## config.mk

```make
export PLATFORM = sky130hd
export DESIGN_NAME = mem_stage_pipe
export DESIGN_NICKNAME = d
export VERILOG_FILES = /design/src/rtl/mem_stage_pipe_pkg.sv /design/src/rtl/mem_stage_pipe_lane_align.sv /design/src/rtl/mem_stage_pipe.sv
export SDC_FILE = /design/constraint.sdc
export NUM_CORES = 1
export LEC_CHECK = 0
export ABC_AREA = 1
export CAP_MARGIN = 20
export CORE_AREA = 5 5 195 197
export DETAILED_ROUTE_END_ITERATION = 16
export DIE_AREA = 0 0 200 202
export GPL_TIMING_DRIVEN = 0
export SETUP_SLACK_MARGIN = 0.3
export SLEW_MARGIN = 10
export SYNTH_ARGS = -nofsm -noshare
export SYNTH_HDL_FRONTEND = slang
export SYNTH_SLANG_ARGS = --single-unit
```

## constraint.sdc

```tcl
create_clock -name clk -period 7.4 [get_ports clk]
set_clock_uncertainty 0.05 [all_clocks]
set_input_delay 1.85 -clock clk [delete_from_list [all_inputs] [get_ports clk]]
set_output_delay 1.85 -clock clk [all_outputs]
set_load 0.005 [all_outputs]
```

## src/rtl/mem_stage_pipe_pkg.sv

```systemverilog
// Shared definitions for the MEM pipeline stage: memory-op encodings, op
// decode helpers and the request FSM state type.
package mem_stage_pkg;

  localparam int unsigned MEMOP_W = 4;

  typedef enum logic [MEMOP_W-1:0] {
    OP_NONE = 4'd0,
    OP_LB   = 4'd1,
    OP_LBU  = 4'd2,
    OP_LH   = 4'd3,
    OP_LHU  = 4'd4,
    OP_LW   = 4'd5,
    OP_LWU  = 4'd6,
    OP_LD   = 4'd7,
    OP_SB   = 4'd8,
    OP_SH   = 4'd9,
    OP_SW   = 4'd10,
    OP_SD   = 4'd11
  } mem_op_e;

  typedef enum logic {
    ST_IDLE = 1'b0,
    ST_WAIT = 1'b1
  } state_e;

  // Unknown encodings and 64-bit-only ops on a 32-bit datapath decode as NONE.
  function automatic mem_op_e op_effective(input logic [MEMOP_W-1:0] raw,
                                           input int unsigned xlen);
    mem_op_e op;
    if (raw > OP_SD) op = OP_NONE;
    else             op = mem_op_e'(raw);
    if (xlen < 64 && (op == OP_LWU || op == OP_LD || op == OP_SD)) op = OP_NONE;
    return op;
  endfunction

  // log2 of the access size in bytes
  function automatic logic [1:0] op_size(input mem_op_e op);
    case (op)
      OP_LH, OP_LHU, OP_SH: return 2'd1;
      OP_LW, OP_LWU, OP_SW: return 2'd2;
      OP_LD, OP_SD:         return 2'd3;
      default:              return 2'd0;
    endcase
  endfunction

  function automatic logic op_signed(input mem_op_e op);
    return (op == OP_LB) || (op == OP_LH) || (op == OP_LW);
  endfunction

  function automatic logic op_is_store(input mem_op_e op);
    return (op == OP_SB) || (op == OP_SH) || (op == OP_SW) || (op == OP_SD);
  endfunction

  function automatic logic op_is_load(input mem_op_e op);
    return (op >= OP_LB) && (op <= OP_LD);
  endfunction

endpackage

```

## src/rtl/mem_stage_pipe_lane_align.sv

```systemverilog
// Combinational lane logic: store byte enables / replicated write data,
// load extraction with sign/zero extension, and misalignment detection.
module mem_lane_align
  import mem_stage_pkg::*;
#(
  parameter int unsigned XLEN = 32,
  parameter int unsigned NB   = XLEN / 8,
  parameter int unsigned OB   = $clog2(XLEN / 8)
) (
  input  logic [MEMOP_W-1:0] i_op,
  input  logic [OB-1:0]      i_lane,
  input  logic [XLEN-1:0]    i_sdata,
  input  logic [XLEN-1:0]    i_rdata,
  output logic               o_is_mem,
  output logic               o_is_store,
  output logic               o_misalign,
  output logic [NB-1:0]      o_be,
  output logic [XLEN-1:0]    o_wdata,
  output logic [XLEN-1:0]    o_ldata
);

  mem_op_e           w_op;
  logic [3:0]        w_bytes;
  logic [3:0]        w_lane4;
  logic [XLEN-1:0]   w_mask;
  logic [XLEN-1:0]   w_src;
  logic [XLEN-1:0]   w_shift;
  logic [XLEN-1:0]   w_top;

  always_comb begin
    w_op       = op_effective(i_op, XLEN);
    w_bytes    = 4'd1 << op_size(w_op);
    w_lane4    = 4'(i_lane);
    o_is_store = op_is_store(w_op);
    o_is_mem   = o_is_store || op_is_load(w_op);
    o_misalign = o_is_mem && ((w_lane4 & (w_bytes - 4'd1)) != 4'd0);

    w_mask  = '0;
    w_src   = '0;
    o_be    = '0;
    o_wdata = '0;
    for (int unsigned i = 0; i < NB; i++) begin
      w_mask[i*8 +: 8]  = (i < 32'(w_bytes)) ? 8'hFF : 8'h00;
      o_be[i]           = (i >= 32'(i_lane)) && (i < 32'(i_lane) + 32'(w_bytes));
      // Datum repeats every access-size bytes across the bus.
      w_src             = i_sdata >> ((i & (32'(w_bytes) - 1)) * 8);
      o_wdata[i*8 +: 8] = w_src[7:0];
    end

    w_shift = i_rdata >> (32'(i_lane) * 8);
    w_top   = w_shift >> (32'(w_bytes) * 8 - 1);
    o_ldata = w_shift & w_mask;
    if (op_signed(w_op) && w_top[0]) o_ldata = o_ldata | ~w_mask;
  end

endmodule

```

## src/rtl/mem_stage_pipe.sv

```systemverilog
// MEM pipeline stage: issues loads/stores on a req/ack data-memory port,
// aligns data, flags misaligned accesses and forwards EX fields to WB.
module mem_stage_pipe
  import mem_stage_pkg::*;
#(
  parameter int unsigned XLEN  = 32,
  parameter int unsigned AW    = 32,
  parameter int unsigned SIG_W = 16,
  parameter int unsigned DST_W = 5
) (
  input  logic               clk,
  input  logic               rst_n,
  input  logic               in_valid,
  output logic               in_ready,
  input  logic [31:0]        in_pc,
  input  logic [31:0]        in_ir,
  input  logic [SIG_W-1:0]   in_signal,
  input  logic [DST_W-1:0]   in_dst,
  input  logic [XLEN-1:0]    in_r2,
  input  logic [XLEN-1:0]    in_r,
  input  logic [XLEN-1:0]    in_v0,
  input  logic [XLEN-1:0]    in_a0,
  output logic               out_valid,
  input  logic               out_ready,
  output logic [31:0]        out_pc,
  output logic [31:0]        out_ir,
  output logic [SIG_W-1:0]   out_signal,
  output logic [DST_W-1:0]   out_dst,
  output logic [XLEN-1:0]    out_v0,
  output logic [XLEN-1:0]    out_a0,
  output logic [XLEN-1:0]    out_r,
  output logic               out_misalign,
  output logic               mem_req,
  output logic               mem_we,
  output logic [AW-1:0]      mem_addr,
  output logic [XLEN/8-1:0]  mem_be,
  output logic [XLEN-1:0]    mem_wdata,
  input  logic               mem_ack,
  input  logic [XLEN-1:0]    mem_rdata
);

  localparam int unsigned NB = XLEN / 8;
  localparam int unsigned OB = $clog2(NB);

  state_e              r_state, w_state_nxt;
  logic                r_out_valid;
  logic [31:0]         r_out_pc, r_out_ir;
  logic [SIG_W-1:0]    r_out_signal;
  logic [DST_W-1:0]    r_out_dst;
  logic [XLEN-1:0]     r_out_v0, r_out_a0, r_out_r;
  logic                r_out_misalign;
  logic                r_mem_req, r_mem_we;
  logic [AW-1:0]       r_mem_addr;
  logic [NB-1:0]       r_mem_be;
  logic [XLEN-1:0]     r_mem_wdata;
  logic [MEMOP_W-1:0]  r_op;
  logic [OB-1:0]       r_lane;

  logic                w_accept, w_issue, w_done;
  logic [MEMOP_W-1:0]  w_al_op;
  logic [OB-1:0]       w_al_lane;
  logic                w_is_mem, w_is_store, w_misalign;
  logic [NB-1:0]       w_be;
  logic [XLEN-1:0]     w_wdata, w_ldata;

  assign in_ready = (r_state == ST_IDLE) && (!r_out_valid || out_ready);
  assign w_accept = in_valid && in_ready;
  assign w_issue  = w_accept && w_is_mem && !w_misalign;
  assign w_done   = (r_state == ST_WAIT) && mem_ack;

  // One aligner serves both phases: the incoming op while idle, the held op while waiting.
  assign w_al_op   = (r_state == ST_WAIT) ? r_op   : in_signal[MEMOP_W-1:0];
  assign w_al_lane = (r_state == ST_WAIT) ? r_lane : in_r[OB-1:0];

  mem_lane_align #(.XLEN(XLEN)) u_align (
    .i_op       (w_al_op),
    .i_lane     (w_al_lane),
    .i_sdata    (in_r2),
    .i_rdata    (mem_rdata),
    .o_is_mem   (w_is_mem),
    .o_is_store (w_is_store),
    .o_misalign (w_misalign),
    .o_be       (w_be),
    .o_wdata    (w_wdata),
    .o_ldata    (w_ldata)
  );

  always_ff @(posedge clk or negedge rst_n) begin
    if (!rst_n) r_state <= ST_IDLE;
    else        r_state <= w_state_nxt;
  end

  always_comb begin
    w_state_nxt = r_state;
    case (r_state)
      ST_IDLE: if (w_issue) w_state_nxt = ST_WAIT;
      ST_WAIT: if (mem_ack) w_state_nxt = ST_IDLE;
      default: w_state_nxt = ST_IDLE;
    endcase
  end

  always_ff @(posedge clk or negedge rst_n) begin
    if (!rst_n) begin
      r_out_valid    <= 1'b0;
      r_out_pc       <= '0;
      r_out_ir       <= '0;
      r_out_signal   <= '0;
      r_out_dst      <= '0;
      r_out_v0       <= '0;
      r_out_a0       <= '0;
      r_out_r        <= '0;
      r_out_misalign <= 1'b0;
      r_mem_req      <= 1'b0;
      r_mem_we       <= 1'b0;
      r_mem_addr     <= '0;
      r_mem_be       <= '0;
      r_mem_wdata    <= '0;
      r_op           <= '0;
      r_lane         <= '0;
    end else begin
      if (r_out_valid && out_ready) r_out_valid <= 1'b0;

      // Pass-through fields are captured at accept; WAIT only ever runs with the out slot empty.
      if (w_accept) begin
        r_out_pc       <= in_pc;
        r_out_ir       <= in_ir;
        r_out_signal   <= in_signal;
        r_out_dst      <= in_dst;
        r_out_v0       <= in_v0;
        r_out_a0       <= in_a0;
        r_out_r        <= in_r;
        r_out_misalign <= w_misalign;
        if (w_issue) begin
          r_mem_req   <= 1'b1;
          r_mem_we    <= w_is_store;
          r_mem_addr  <= {in_r[AW-1:OB], {OB{1'b0}}};
          r_mem_be    <= w_be;
          r_mem_wdata <= w_wdata;
          r_op        <= in_signal[MEMOP_W-1:0];
          r_lane      <= in_r[OB-1:0];
        end else begin
          r_out_valid <= 1'b1;
        end
      end

      if (w_done) begin
        r_mem_req   <= 1'b0;
        r_out_valid <= 1'b1;
        if (!r_mem_we) r_out_r <= w_ldata;
      end
    end
  end

  assign out_valid    = r_out_valid;
  assign out_pc       = r_out_pc;
  assign out_ir       = r_out_ir;
  assign out_signal   = r_out_signal;
  assign out_dst      = r_out_dst;
  assign out_v0       = r_out_v0;
  assign out_a0       = r_out_a0;
  assign out_r        = r_out_r;
  assign out_misalign = r_out_misalign;
  assign mem_req      = r_mem_req;
  assign mem_we       = r_mem_we;
  assign mem_addr     = r_mem_addr;
  assign mem_be       = r_mem_be;
  assign mem_wdata    = r_mem_wdata;

endmodule
```

### Yosys cells after proc, flatten, opt, wreduce, memory -nomap -nowiden

Memory sizes are Yosys's and may differ from the RTL's.
Cells that the tools add are included.

| operators by class | value |
|---|---|
| add/subtract/negate cells | 4 |
| magnitude comparators | 14 |
| equality and inequality tests | 10 |
| shift operators | 6 |
| multiplexer cells | 22 |
| bitwise operators | 5 |
| reduce and logical (&&, ||, !) cells | 28 |

Operator list:

| cell | number |
|---|---|
| 32-bit 2-to-1 mux | 4 |
| 1-bit by 32-bit less-than comparator with 1-bit output, first input constant | 2 |
| 2-bit by 32-bit less-than comparator with 1-bit output, first input constant | 2 |
| 32-bit by 5-bit >> shifter with 8-bit output | 2 |
| 32-bit bitwise AND | 1 |
| 8-bit 2-to-1 mux | 4 |
| 32-bit NOT | 1 |
| 32-bit OR | 1 |
| 32-bit by 32-bit >> shifter with 1-bit output | 1 |
| 32-bit by 4-bit >> shifter with 8-bit output | 1 |
| 32-bit by 5-bit >> shifter with 32-bit output | 1 |
| 4-bit == test, second input constant | 5 |
| 4-bit by 3-bit == test with 1-bit output, second input constant | 3 |
| 1-bit logical AND | 12 |
| 4-bit 2-to-1 mux | 3 |
| 1-bit logical OR | 9 |
| 1-bit 2-to-1 mux | 9 |
| 1-bit by 4-bit less-than comparator with 1-bit output, first input constant | 2 |
| 2-bit by 4-bit less-than comparator with 1-bit output, first input constant | 2 |
| 7-bit by 1-bit subtractor with 8-bit output, second input constant | 1 |
| 2-bit by 4-bit adder with 5-bit output | 1 |
| 2-bit by 4-bit bitwise AND with 4-bit output | 1 |
| 4-bit by 1-bit == test with 1-bit output, second input constant | 1 |
| 4-bit by 2-bit == test with 1-bit output, second input constant | 1 |
| other kinds (15) | 19 |

| storage, ports and cells | value |
|---|---|
| register bits after elaboration | 258 |
| bits in read-only memories | 32 |
| input bits | 250 |
| output and inout port bits | 254 |
| logic and storage cells | 107 |
| memories | 1 |

Memory list:

| memory | words | width | rd ports | clocked after memory_dff | write ports | RTL line | source |
|---|---|---|---|---|---|---|---|
| (name not given) | 16 | 2 | 1 | 0 | 0 | mem_stage_pipe_pkg.sv:39 | `case (op)` |

### Longest topological paths before layout

Gate-level depths: netlist (run 1).

| logic depth | value |
|---|---|
| depth in word-level cells | 18 |
| mapped depth | 26 |
| gate-level depth less buffers | 24 |

### Cells and area by module

From an unflattened synthesis (run 1), not the netlist that was laid out.

| second synthesis, totals | value |
|---|---|
| cells, all modules | 1567 |
| area total of the unflattened synthesis | 12364.4 µm² |

Modules (own cells, without submodules):

| module | times used | cells each | area an instance (µm²) | sequential area each (µm²) |
|---|---|---|---|---|
| mem_stage_pipe | 1 | 1249 | 10637.7 | 6456.2 |
| mem_lane_align | 1 | 318 | 1726.7 | 0.0 |

### Least setup slack after synthesis (run 1)

Ideal clock, no wire load.

| path | value |
|---|---|
| kind | input -> register |
| from | input in_signal[2] |
| to | register r_mem_be[3] (netlist: mem_be[3]) |
| library setup time | 0.129 ns |
| arrival | 4.733 ns |
| data required time | 7.221 ns |
| path slack | 2.488 ns |
| cell stages on the path | 24 |
| path buffers | 3 |
| cells stage by stage | nand2_1 nand2_2 inv_2 nand2_1 o21a_1 nand2_1 ha_1 inv_1 nand4_1 nand2_2 inv_2 nand3_4 inv_2 ha_1 buf_2 clkinv_1 a21oi_1 nand2_1 nor2_8 inv_4 buf_6 buf_6 nand2_1 o21ai_1 |

| between the ends | value |
|---|---|
| cells in the longest elaborated chain, start to end | 16 |
| elaborated cells between the ends (all ways) | 32 |
| those cells by class | add/sub (2); order compare (4); eq/ne (7); shift (1); mux (3); bitwise (1); reduce/logical (13); memory (1) |

RTL lines:

| item | RTL line | source |
|---|---|---|
| start, declared | mem_stage_pipe.sv:17 | `input logic [SIG_W-1:0] in_signal,` |
| 4-bit 2-to-1 mux * | mem_stage_pipe.sv:72 | `assign w_al_op = (r_state == ST_WAIT) ? r_op : in_signal[MEMOP_W-1:0];` |
| 4-bit greater-than comparator | mem_stage_pipe_pkg.sv:31 | `if (raw > OP_SD) op = OP_NONE;` |
| 4-bit 2-to-1 mux * | mem_stage_pipe_pkg.sv:31 |  |
| 4-bit by 3-bit == test with 1-bit output | mem_stage_pipe_pkg.sv:33 | `if (xlen < 64 && (op == OP_LWU \|\| op == OP_LD \|\| op == OP_SD)) op = OP_NONE;` |
| 1-bit logical OR (2 in series) | mem_stage_pipe_pkg.sv:33 |  |
| 4-bit 2-to-1 mux * | mem_stage_pipe_pkg.sv:33 |  |
| parallel branches: the longest is 9 deep, another holds 2-bit by 32-bit less-than comparator with 1-bit output | - |  |
| end signal, assigned | mem_stage_pipe.sv:137 | `r_mem_be <= w_be;` |
| end, declared | mem_stage_pipe.sv:54 | `logic [NB-1:0] r_mem_be;` |

Mark *: on every way between the ends.
A chain may end at the register's enable or synchronous reset.

### Worst setup path in the final report (run 1)

| path | value |
|---|---|
| from | input in_signal[2] |
| to | register r_mem_wdata[6] (netlist: mem_wdata[6]) |

| between the ends | value |
|---|---|
| cells in the longest elaborated chain, start to end | 16 |
| elaborated cells between the ends (all ways) | 30 |
| those cells by class | add/sub (1); order compare (3); eq/ne (7); shift (1); mux (3); bitwise (1); reduce/logical (13); memory (1) |

RTL lines:

| item | RTL line | source |
|---|---|---|
| 4-bit 2-to-1 mux * | mem_stage_pipe.sv:72 |  |
| 4-bit greater-than comparator | mem_stage_pipe_pkg.sv:31 |  |
| 4-bit 2-to-1 mux * | mem_stage_pipe_pkg.sv:31 |  |
| 4-bit by 3-bit == test with 1-bit output | mem_stage_pipe_pkg.sv:33 |  |
| 1-bit logical OR (2 in series) | mem_stage_pipe_pkg.sv:33 |  |
| 4-bit 2-to-1 mux * | mem_stage_pipe_pkg.sv:33 |  |
| memory 16 x 2 bit / 4-bit == test (equally long branches) | - |  |
| 1-bit by 2-bit left shift with 4-bit output / 1-bit logical OR (equally long branches) | mem_stage_pipe_lane_align.sv:32, mem_stage_pipe_pkg.sv:52 |  |
| 4-bit by 1-bit subtractor with 4-bit output / 1-bit logical OR (equally long branches) | mem_stage_pipe_lane_align.sv:36, mem_stage_pipe_pkg.sv:52 |  |
| 2-bit by 4-bit bitwise AND with 4-bit output / 1-bit logical OR (equally long branches) | mem_stage_pipe_lane_align.sv:36, mem_stage_pipe_pkg.sv:52 |  |
| 4-bit nonzero test / 1-bit logical OR (equally long branches) | mem_stage_pipe_lane_align.sv:36, mem_stage_pipe_lane_align.sv:35 |  |
| 1-bit logical AND | mem_stage_pipe_lane_align.sv:36 | `o_misalign = o_is_mem && ((w_lane4 & (w_bytes - 4'd1)) != 4'd0);` |
| 1-bit logical NOT | mem_stage_pipe.sv:68 | `assign w_issue = w_accept && w_is_mem && !w_misalign;` |
| 1-bit logical AND * | mem_stage_pipe.sv:68 |  |
| 2-bit AND reduction (no source line) * | - |  |
| end signal, assigned | mem_stage_pipe.sv:138 | `r_mem_wdata <= w_wdata;` |
| end, declared | mem_stage_pipe.sv:55 | `logic [XLEN-1:0] r_mem_wdata;` |

Mark *: on every way between the ends. The rest lies on a longest branch, timed or not.

==> flow_summary.yaml, run 1 <==
grt:
  grt_pass1_vias: 11800
  grtUsageTotal: 0.234
  grt_pass1_wl_um: 72700
  grt_max_degree: 105
  grt-ovfl-total: 0
  antenna_found_initial: 3
worst_hold_path:
  hold_class: "flop to flop"
clock_network:
  cts_made_buffers: 29
  ctsResizeCount: 0
  post_cts_buffers: 0
  cts_sinks: 258
  ctsHtreeMaxLevel: 1
  cts_hold_buf: 0
  cts_buffer_depth: 3
  cts.clk_slew.worst_paths_ps: 60
  clk_latency_ps: 550
  cts_tree: "yes"
  cts_root_buffer: "clkbuf_16"
worst_setup_path:
  worst-path-buf-inv: 10
  slowest_stage: "clkdlybuf4s50_1"
  worstPathMaxFanout: 11
  critPathTopFamily: "buffers and inverters"
  rrSetupSlack_ps: 2660
  criticalPathCategory: "primary input to flop"
  crit_arrival_ps: 6380
  cp_common_cell: "nand2_1"
  required_ps: 7780
  max_stage_delay_ps: 500
  crit_path_start_kind: "primary input"
  cp-end-kind: "flop"
timing:
  max_freq_ghz: 0.167
  slew_viol_final: 0
  hold_viol_final: 0
  slew_headroom: 0.399
  post-route-min-period_ps: 6000
  worstMarginPinSlew_ps: 901
  grt_setup_unrepaired: "no"
  post-route-period-util: 0.810
  setup_viol: 0
run_status:
  outcome: "finished clean"
detailed_routing:
  drt-met1-wl_um: 18900
  vias: 11400
  routed_wl_um: 48900
  top_layer_used: "met5"
  via_per_inst: 4.74
  drc: 0
  antenna_left: 0
  first_pass_iters: 5
  wl_per_cell_um: 20.3
  dr_wl_met3_um: 4420
  drt_iter0_drc: 674
  wl_met2_um: 24700
floorplan:
  io_pins: 504
  coreArea_sq_um: 36100
  dieArea_sq_um: 40400
  start_util: 0.317
  die_w_um: 200
  fp.dieH_um: 202
  row_count: 70
placement:
  port_buffers: 501
  postPlaceCellArea_sq_um: 17100
  dpl.hpwl_um: 38500
  place.gp.congestion: 0.887
layout:
  multi_input_area_sq_um: 4310
  seqCellArea_sq_um: 6460
  final_common_cell: "nand2_1"
  fin_util: 0.501
  layout_common_cells: "nand2_1, clkdlybuf4s50_1, dfrtp_1, a21oi_1, o21ai_0"
  design_area_sq_um: 18100
  area_growth_syn_to_layout_pct: 58.2
  fill_cells: 3489
  layout-drive-gt1-share: 0.0555
  nets: 2183
pwr:
  peakVddDrop_mv: 0.247
  powerDensity_nw_per_um2: 464
  leakage_nw: 8.57
synthesis:
  synth_area_sq_um: 11400
  synthCells: 1390
  yosysSeqAreaShare: 0.565
  syn_area_per_cell_sq_um: 8.22
  yosysUniqueCellTypes: 38
  yosys_warnings: 0
  synth_seq_cells: 258
flow_run:
  maxCapViolations: 0
cell type report:
type | instances | area share
antenna | 2 | 0.000277
buffer | 78 | 0.0203
clock inverter | 11 | 0.00754
sequential | 258 | 0.357
inverter | 79 | 0.0165
clock buffer | 40 | 0.0468
tap | 468 | 0.0324
timing repair buffer | 503 | 0.281
multi-input combinational | 976 | 0.238
final timing paths:
path,start,endpoint,depth (start not counted)
worst max-delay path,in_signal[2],mem_wdata[6]$_DFFE_PN0P_,25
worst min-delay path,mem_wdata[14]$_DFFE_PN0P_,mem_wdata[14]$_DFFE_PN0P_,2
worst max register to register,r_state$_DFF_PN0_,mem_wdata[6]$_DFFE_PN0P_,25
worst min register to register,mem_wdata[14]$_DFFE_PN0P_,mem_wdata[14]$_DFFE_PN0P_,2
max in group asynchronous,rst_n,out_pc[18]$_DFFE_PN0P_,2
min in group asynchronous,rst_n,mem_wdata[17]$_DFFE_PN0P_,1
sequential cells by signal, indices dropped and copies added (netlist names):
register      flops
out_misalign      1
out_dst           5
out_pc           32
r_op              4
mem_wdata        32
out_valid         1
r_lane            2
mem_addr         30
mem_be            4
r_state           1
mem_req           1
out_v0           32
mem_we            1
out_signal       16
out_ir           32
out_a0           32
out_r            32
cell families after synthesis:
kind of cell    share of synthesized area
xor+xnor                         0.000766
other cells                      0.000328
fa+ha+maj                         0.00941
compound gates                      0.113
buf+inv                            0.0583
flops                               0.565
simple gates                        0.253
synthesized netlist by cell type, drive strengths merged:
library cell	n	area (sq um)
a21oi	87	439
nand4	7	88.8
nand3	26	163
clkbuf	44	166
or2	1	6.26
fa	1	20.0
clkinv	2	7.51
o31ai	7	52.6
inv	77	292
dfrtp	258	6460
o21a	10	75.1
o211ai	10	75.1
o22ai	8	56.3
nand2	630	2370
a31oi	1	6.26
o21ai	117	589
conb	1	3.75
xor2	1	8.76
buf	34	201
nor3	1	5.00
ha	7	87.6
nor2	60	257
worst reg2reg max path: stages (launching register included):
cell and delay [ps]:
dfrtp_1 410, buf_4 200, nand2_1 70, nand2_1 80
inv_2 80, nand3_2 100, o21a_1 190, nand2_1 100
ha_1 210, inv_1 50, nand4_1 100, nand2_2 140
inv_2 180, nand3_4 180, inv_2 320, ha_1 170
buf_2 300, clkinv_1 420, a21oi_1 380, nand2_1 180
nor2_8 190, inv_4 80, buf_6 160, buf_6 160
nand2_1 60, o21ai_1 60
power breakdown:
part	internal [mW]	total, mW	switching, mW
Combinational	2.01	4.42	2.42
Clock	0.897	1.49	0.590
Sequential	2.10	2.48	0.380
Total	5.00	8.39	3.39
per-stage QoR:
step | std cells | power (mW) | TNS, ps | worst slack, ps | hold slack [ps]
after floorplan | 1391 | 4.48 | 0 | 2490 | 409
after detailed placement | 2362 | 6.94 | 0 | 882 | 408
after CTS | 2413 | 8.49 | 0 | 1460 | 424
after global routing | 2413 | 9.00 | 0 | 1110 | 447
after global placement | 2360 | 6.88 | -1890980 | -7370 | 407
final | 2415 | 8.39 | 0 | 1400 | 420
layer usage:
| layer | up-vias | global-route usage |
|---|---|---|
| li1 | 5464 | - |
| met1 | 5489 | 0.277 |
| met2 | 428 | 0.420 |
| met3 | 59 | 0.0692 |
| met4 | 4 | 0.0442 |
| met5 | - | 0 |
(Power assumes the default switching activity.)
==> run 2: changes to the inputs <==
CORE_AREA = 5 5 191 193   (was 5 5 195 197)
DIE_AREA = 0 0 196 198   (was 0 0 200 202)
PLACE_DENSITY = 0.68   (was default)
clock period = 5 ns   (was 7.4 ns; I/O delays follow)
==> flow_summary.yaml, run 2 (same netlist as run 1, synthesis figures left out) <==
timing:
  slew_headroom: 0.424
  worstMarginPinSlew_ps: 864
  holdWs_ps: 419
  setup_slack_ps: 552
  grt_setup_unrepaired: "no"
  post-route-period-util: 0.890
  max_freq_ghz: 0.225
  hold_viol_final: 0
  setup-tns-final_ps: 0
  setup_viol: 0
  post-route-min-period_ps: 4450
  slew_viol_final: 0
worst_setup_path:
  criticalPathCategory: "primary input to flop"
  cp_common_cell: "nand2_1"
  required_ps: 5370
  slowest_stage: "clkdlybuf4s50_1"
  max_stage_delay_ps: 490
  crit_arrival_ps: 4820
  crit_path_start_kind: "primary input"
  cp-end-kind: "flop"
  r2r_cells: 24
  worstPathCellList: "clkdlybuf4s50_1 -> nand2_1 -> nand2_2 -> inv_2 -> nand2_1 -> o21a_1 -> nand2_1 -> ha_1 -> nor2_1 -> nor2_4 -> nand2_1 -> inv_1 -> nor2_2 -> ha_1 -> buf_4 -> clkinv_4 -> a21oi_2 -> nand2_1 -> nor2_8 -> inv_4 -> buf_6 -> buf_6 -> nand2_1 -> o21ai_1"
  worstPathMaxFanout: 10
pwr:
  peakVddDrop_mv: 0.347
  p_total_mw: 12.5
  powerDensity_nw_per_um2: 690
  leakage_nw: 8.61
floorplan:
  coreArea_sq_um: 34400
  row_count: 68
  start_util: 0.333
  fp.dieH_um: 198
  dieArea_sq_um: 38800
  io_pins: 504
  die_w_um: 196
placement:
  pre_cts_slack_ps: -711
  postPlaceCellArea_sq_um: 17100
  dp_cells: 2349
  dpl.hpwl_um: 37500
  port_buffers: 501
  place.gp.congestion: 0.916
clock_network:
  cts_tree: "yes"
  ctsHtreeMaxLevel: 1
  clk_latency_ps: 550
  cts_buffer_depth: 3
  cts.clk_slew.worst_paths_ps: 60
  cts_root_buffer: "clkbuf_16"
  cts_made_buffers: 29
  cts_sinks: 258
  cts_hold_buf: 0
detailed_routing:
  wl_per_cell_um: 19.9
  first_pass_iters: 7
  antenna_left: 0
  vias: 11600
  via_per_inst: 4.80
  drt_iter0_drc: 641
  routed_wl_um: 48000
  drc: 0
run_status:
  outcome: "finished clean"
grt:
  grtUsageTotal: 0.236
  antenna_found_initial: 6
  grt_pass1_vias: 11700
  grt_max_degree: 104
  grt-ovfl-total: 0
  grt_pass1_wl_um: 71400
worst_hold_path:
  hold_class: "flop to flop"
  min_path_cells: 2
layout:
  fin_util: 0.528
  design_area_sq_um: 18100
  nets: 2185
  final_common_cell: "nand2_1"
  instances_no_fill: 2408
  layout_common_cells: "nand2_1, clkdlybuf4s50_1, dfrtp_1, a21oi_1, o21ai_0"
  area_growth_syn_to_layout_pct: 58.8
  layout-drive-gt1-share: 0.0600
  fill_cells: 3176
flow_run:
  maxCapViolations: 0
[run 2: cell count changes in the layout (fill, tap and decap cells not counted), moves of 2 or more]
cell	before	now
buf_4	5	9
buf_2	20	18
clkbuf_1	46	44
clkbuf_8	8	10
diode_2	2	4
[run 2: repair_timing]
| action | in CTS | in global routing |
|---|---|---|
| pin swaps | 0 | 2 |
| setup buffers | 0 | 2 |
| gates resized for setup | 7 | 2 |
| endpoints found under the setup margin | 76 | 76 |
[run 2: final timing paths]
check,start,to,slack (ps)
max,in_signal[2],mem_be[3]$_DFFE_PN0P_,550
min,mem_wdata[15]$_DFFE_PN0P_,mem_wdata[15]$_DFFE_PN0P_,420
max reg2reg,r_state$_DFF_PN0_,mem_be[3]$_DFFE_PN0P_,1190
min reg2reg,mem_wdata[15]$_DFFE_PN0P_,mem_wdata[15]$_DFFE_PN0P_,420
max in group asynchronous,rst_n,out_a0[22]$_DFFE_PN0P_,3390
min in group asynchronous,rst_n,out_ir[17]$_DFFE_PN0P_,600
[run 2: final cells by class]
class / count / area [sq um] / share of cell area
sequential: 258 / 6460 / 0.356
inverter: 79 / 307 / 0.0169
timing repair buffer: 505 / 5090 / 0.280
multi-input combinational: 976 / 4320 / 0.238
buffer: 78 / 375 / 0.0207
clock buffer: 40 / 867 / 0.0478
antenna: 4 / 10.0 / 0.000552
clock inverter: 13 / 150 / 0.00827
tap: 455 / 569 / 0.0314
[run 2: worst max-delay path, delay by kind of cell]
| kind | cells | cell delay (ps) |
|---|---|---|
| buffers and inverters | 8 | 1300 |
| adders and majority gates | 2 | 470 |
| and+or+nand+nor | 11 | 1380 |
| AOI/OAI and AO/OA | 3 | 410 |
[run 2: routing by layer]
layer | vias up | wire length, um | global-route usage
met5 | - | 17 | 0
met4 | 4 | 1530 | 0.0721
met3 | 86 | 4100 | 0.0679
met2 | 512 | 23400 | 0.405
met1 | 5492 | 19000 | 0.290
li1 | 5468 | - | -
[run 2: power by group]
group | switching [mW] | leakage [nW] | total [mW] | internal (mW)
Sequential | 0.568 | 3.18 | 3.67 | 3.11
Combinational | 3.56 | 4.92 | 6.58 | 3.02
Clock | 0.901 | 0.509 | 2.26 | 1.36
